**config.mk**
```make
export PLATFORM = sky130hd
export DESIGN_NAME = knn_distance_engine
export DESIGN_NICKNAME = d
export VERILOG_FILES = /design/src/rtl/knn_distance_engine.sv
export SDC_FILE = /design/constraint.sdc
export NUM_CORES = 1
export LEC_CHECK = 0
export CAP_MARGIN = 20
export CORE_MARGIN = 8
export CORE_UTILIZATION = 65
export CTS_BUF_LIST = sky130_fd_sc_hd__clkbuf_4
export DETAILED_ROUTE_END_ITERATION = 10
export PLACE_DENSITY = 0.86
export SKIP_CTS_REPAIR_TIMING = 1
export SYNTH_ARGS = -nofsm -noshare
export SYNTH_HDL_FRONTEND = slang
export SYNTH_SLANG_ARGS = --single-unit
```
**constraint.sdc**
```tcl
create_clock -name clk -period 23 [get_ports clk]
set_clock_uncertainty 0.2 [all_clocks]
set_input_delay 6.9 -clock clk [delete_from_list [all_inputs] [get_ports clk]]
set_output_delay 6.9 -clock clk [all_outputs]
set_load 0.05 [all_outputs]
```
**src/rtl/knn_distance_engine.sv**
```systemverilog
// knn_distance_engine: streaming multi-lane distance engine for the KNN classifier.
// Accumulates squared-Euclidean or Manhattan distance between a query and a
// training vector, LANES signed elements per accepted beat, with a saturating
// accumulator, and hands the result plus the training class tag downstream.
module knn_distance_engine #(
  parameter int unsigned W        = 8,
  parameter int unsigned LANES    = 4,
  parameter int unsigned FEATURES = 64,
  parameter int unsigned ACC_W    = 24,
  parameter int unsigned TYPE_W   = 4
) (
  input  logic                  clk,
  input  logic                  rst,
  input  logic                  start,
  input  logic                  mode,
  input  logic [TYPE_W-1:0]     in_type,
  input  logic                  in_valid,
  output logic                  in_ready,
  input  logic [LANES*W-1:0]    in_query,
  input  logic [LANES*W-1:0]    in_train,
  output logic                  out_valid,
  input  logic                  out_ready,
  output logic [ACC_W-1:0]      out_distance,
  output logic [TYPE_W-1:0]     out_type,
  output logic                  out_saturated,
  output logic                  busy
);

  localparam int unsigned BEATS  = FEATURES / LANES;
  localparam int unsigned CNT_W  = (BEATS > 1) ? $clog2(BEATS) : 1;
  localparam int unsigned TERM_W = 2 * W + 2;
  localparam int unsigned SUM_W  = TERM_W + $clog2(LANES) + 1;
  localparam int unsigned TOT_W  = ((ACC_W > SUM_W) ? ACC_W : SUM_W) + 1;

  if ((FEATURES % LANES) != 0) begin : g_bad_features
    $error("knn_distance_engine: FEATURES must be a multiple of LANES");
  end

  typedef enum logic [1:0] {
    IDLE,
    ACCUM,
    OUTPUT
  } state_t;

  state_t              state, state_next;
  logic                mode_q;
  logic [TYPE_W-1:0]   type_q;
  logic [ACC_W-1:0]    acc;
  logic [CNT_W-1:0]    beat_cnt;

  logic signed [W:0]        q_e, t_e, d;
  logic signed [TERM_W-1:0] d_x, prod;
  logic [W:0]               ad;
  logic [TERM_W-1:0]        term;
  logic [SUM_W-1:0]         beat_sum;
  logic [TOT_W-1:0]         acc_sum;
  logic [ACC_W-1:0]         acc_next;
  logic                     clip;
  logic                     beat_fire;
  logic                     last_beat;

  // State register
  always_ff @(posedge clk) begin
    if (rst) state <= IDLE;
    else     state <= state_next;
  end

  // Next-state logic and state-decoded handshake outputs
  always_comb begin
    state_next = state;
    in_ready   = 1'b0;
    out_valid  = 1'b0;
    busy       = 1'b1;
    case (state)
      IDLE: begin
        busy = 1'b0;
        if (start) state_next = ACCUM;
      end
      ACCUM: begin
        in_ready = 1'b1;
        if (in_valid && last_beat) state_next = OUTPUT;
      end
      OUTPUT: begin
        out_valid = 1'b1;
        if (out_ready) state_next = IDLE;
      end
      default: state_next = IDLE;
    endcase
  end

  // Per-lane distance terms summed at full precision, then saturating add
  always_comb begin
    q_e      = '0;
    t_e      = '0;
    d        = '0;
    d_x      = '0;
    prod     = '0;
    ad       = '0;
    term     = '0;
    beat_sum = '0;
    for (int unsigned k = 0; k < LANES; k++) begin
      q_e  = {in_query[k*W+W-1], in_query[k*W +: W]};
      t_e  = {in_train[k*W+W-1], in_train[k*W +: W]};
      d    = q_e - t_e;
      d_x  = TERM_W'(d);
      prod = d_x * d_x;
      ad   = d[W] ? -d : d;
      term = mode_q ? TERM_W'(ad) : prod;
      beat_sum = beat_sum + SUM_W'(term);
    end
    acc_sum   = TOT_W'(acc) + TOT_W'(beat_sum);
    clip      = |acc_sum[TOT_W-1:ACC_W];
    acc_next  = clip ? '1 : acc_sum[ACC_W-1:0];
    beat_fire = in_valid && (state == ACCUM);
    last_beat = (beat_cnt == CNT_W'(BEATS - 1));
  end

  // Datapath: latch configuration at start, accumulate beats, load result
  always_ff @(posedge clk) begin
    if (rst) begin
      mode_q        <= 1'b0;
      type_q        <= '0;
      acc           <= '0;
      beat_cnt      <= '0;
      out_distance  <= '0;
      out_type      <= '0;
      out_saturated <= 1'b0;
    end else begin
      case (state)
        IDLE: begin
          if (start) begin
            mode_q        <= mode;
            type_q        <= in_type;
            acc           <= '0;
            beat_cnt      <= '0;
            out_saturated <= 1'b0;
          end
        end
        ACCUM: begin
          if (beat_fire) begin
            acc      <= acc_next;
            beat_cnt <= beat_cnt + 1'b1;
            if (clip) out_saturated <= 1'b1;
            if (last_beat) begin
              out_distance <= acc_next;
              out_type     <= type_q;
            end
          end
        end
        default: ;
      endcase
    end
  end

endmodule
```
==> flow_summary.toml <==
[cts]
htree_levels = 3
tritoncts = "built"
root_buffer = "clkbuf_4"
cts_buffer_depth = 2
clock_latency_ns = 0.42
cts_made_buffers = 9
clkTransAtPathRegs_ns = 0.10
cts_sinks = 64

[global_routing]
antenna_found_initial = 0
grt_pass1_vias = 15160
grt.total_usage = 0.257
grt_remaining_overflow = 0
grt_max_degree = 90
grt_pass1_wl_um = 71300

[sta]
relSlewSlack = 0.359
rsz0062_at_grt = "false"
finalSetupTns_ns = 0
post-route-period-util = 0.773
finalHoldViolCount = 0
fmax_mhz = 56.2
final_max_slew_viol_count = 0
finalCriticalPeriod_ns = 17.78
setup_violations = 0
tightest_slew_ns = 0.954
setup_slack_ns = 5.22

[outcome]
outcome = "finished clean"

[route]
ant_nets = 0
drt_first_pass_iters = 6
drt-total-wl_um = 41800
vias_per_cell = 5.74
drc = 0
vias = 14694
wl_per_cell_um = 16.3
drt_iter0_markers = 1052

[yosys]
synth_cell_type_count = 63
synth_edf_count = 0
synth_flop_cell = "dfxtp_1"
ys_seq_area_frac = 0.0718
netlist_area_sq_um = 17800
synth_seq_cells = 64
synthArstFlopShare = 0
syn_nets = 2734
synth_area_per_cell_sq_um = 8.35
ys_warn_count = 0
synth_cells = 2137

[worst_hold_path]
min_path_type = "reg -> reg"
hold_depth = 2
min_to = "out_type[2]"
min-delay-start = "type_q[2]"

[floorplan]
die_area_sq_um = 33000
io_pins = 106
fp.coreArea_sq_um = 27000
die_x_um = 182
die_h_um = 182
rows = 60
initial_utilization = 0.662

[worst_setup_path]
cp.arrival_ns = 17.90
rr_worst_depth = 17
cp-end-kind = "flop"
required_ns = 23.12
path_max_fanout = 10
rr_endpoint = "out_distance[23]"
crit_top_cell = "inv_1"
critPathTopFamily = "adder cells"
timing.rr.start = "mode_q"
critPathBufInv = 11
crit_path_max_incr_delay_ns = 0.56
r2r_slack_ns = 17.23
critical_path_class = "in -> reg"
startpoint_type = "primary input"
crit_slowest_cell = "fa_1"

[final_layout]
nNetsFinal = 2811
drive_above_1_share = 0.0252
area_growth_pct = 8.46
fillers = 2060
diodes = 0

[placement]
portBuffers = 105
dp_hpwl_um = 35600
place_ws_ns = 5.07
gp_congestion = 0.958

[run]
drv_cap = 0
metal layers:
layer	up-vias	wire, um	global-route usage
li1	6918	-	-
met1	7163	17500	0.333
met2	509	20500	0.443
met3	104	2600	0.0387
met4	0	1230	0.0699
met5	-	0	0
layout make-up:
| class | instances | area, sq um | area share |
|---|---|---|---|
| flip-flops and latches | 64 | 1280 | 0.0662 |
| clock inverters | 6 | 26.3 | 0.00136 |
| well taps | 341 | 427 | 0.0220 |
| multi-input cells | 1540 | 14600 | 0.752 |
| inverters | 480 | 1800 | 0.0932 |
| clock buffers | 10 | 75.1 | 0.00388 |
| repair buffers | 119 | 1180 | 0.0611 |
logic make-up after synthesis:
logic type / share of synthesized area
DFF: 0.0718
buffers and inverters: 0.113
and+or+nand+nor: 0.122
AOI/OAI and AO/OA: 0.132
adders and majority gates: 0.489
xor gates and xnor gates: 0.0603
muxes: 0.0122
worst register-to-register path, cell delays in order, from the launching register on:
cell,delay (ns)
dfxtp_2,0.32
buf_4,0.69
o211a_1,0.39
fa_1,0.47
fa_1,0.55
inv_1,0.06
fa_1,0.49
inv_1,0.07
ha_1,0.18
inv_1,0.06
fa_1,0.41
nand2b_1,0.20
a21oi_1,0.28
o211ai_1,0.22
a31oi_1,0.36
mux2_2,0.40
a211oi_1,0.22
a21oi_1,0.10
synthesized netlist by cell type, types with 6 or more instances:
master    number  area, sq um
o31ai_1       13         97.6
clkinv_1       7         26.3
o31a_1         9         78.8
dfxtp_1       64         1280
fa_1         290         5810
o21a_1        21          158
xnor2_1       88          771
mux2i_1       15          150
nor2_1       201          754
or3_1          9         56.3
o21bai_1       6         45.0
nand2b_1      39          244
nor3_1        25          125
a31oi_1       14         87.6
nand3_1       31          155
a21o_1        16          120
mux2_2         6         67.6
nor2b_1       14         87.6
o211ai_1      14          105
a211oi_1      22          165
inv_1        469         1760
clkbuf_1      46          173
ha_1         233         2920
a311oi_1       8         70.1
buf_2          6         30.0
nand2_1      154          578
xor2_1        33          289
a21oi_1      133          666
o21ai_0       81          405
state kept, by name, indices dropped and copies added (netlist names):
| name | cells |
|---|---|
| beat_cnt | 4 |
| mode_q | 1 |
| out_type | 4 |
| out_saturated | 1 |
| type_q | 4 |
| acc | 24 |
| state | 2 |
| out_distance | 24 |
placed cells by master, fill, tap and decap left out, types with 14 or more instances in the layout:
cell type | Yosys | final
nand2b_1 | 39 | 39
o21a_1 | 21 | 21
a211oi_1 | 22 | 22
ha_1 | 233 | 233
fa_1 | 290 | 290
nor2b_1 | 14 | 14
inv_1 | 469 | 469
o21ai_0 | 81 | 81
clkdlybuf4s50_1 | 0 | 105
a21oi_1 | 133 | 133
nor3_1 | 25 | 25
a21o_1 | 16 | 16
dfxtp_1 | 64 | 63
nand3_1 | 31 | 31
o211ai_1 | 14 | 14
xor2_1 | 33 | 33
xnor2_1 | 88 | 88
a31oi_1 | 14 | 14
nand2_1 | 154 | 154
mux2i_1 | 15 | 15
nor2_1 | 201 | 201
how the worst max path moves through the flow:
stage,start,endpoint,slack (ns),depth (start not counted)
3_5_place_dp,in_query[0],acc[19],5.07,42
2_1_floorplan,in_query[24],acc[17],6.57,42
5_1_grt,in_query[0],acc[15],4.68,42
3_3_place_gp,in_train[0],acc[18],5.43,41
6_report,in_query[0],acc[19],5.22,42
4_1_cts,in_query[0],acc[19],5.45,42
metrics by stage:
| stage | utilization | instances | hold slack [ns] | area (sq um) |
|---|---|---|---|---|
| 2_1_floorplan | - | 2137 | 0.225 | 17800 |
| 3_3_place_gp | 0.713 | 2542 | 0.236 | 19200 |
| 3_5_place_dp | 0.715 | 2544 | 0.249 | 19300 |
| 4_1_cts | 0.718 | 2560 | 0.263 | 19400 |
| 5_1_grt | 0.718 | 2560 | 0.288 | 19400 |
| 6_report | 0.718 | 2560 | 0.260 | 19400 |
Power is left out: the tool's default activity adds up to more than one toggle a clock period on the data nets, which glitch-free logic cannot reach.
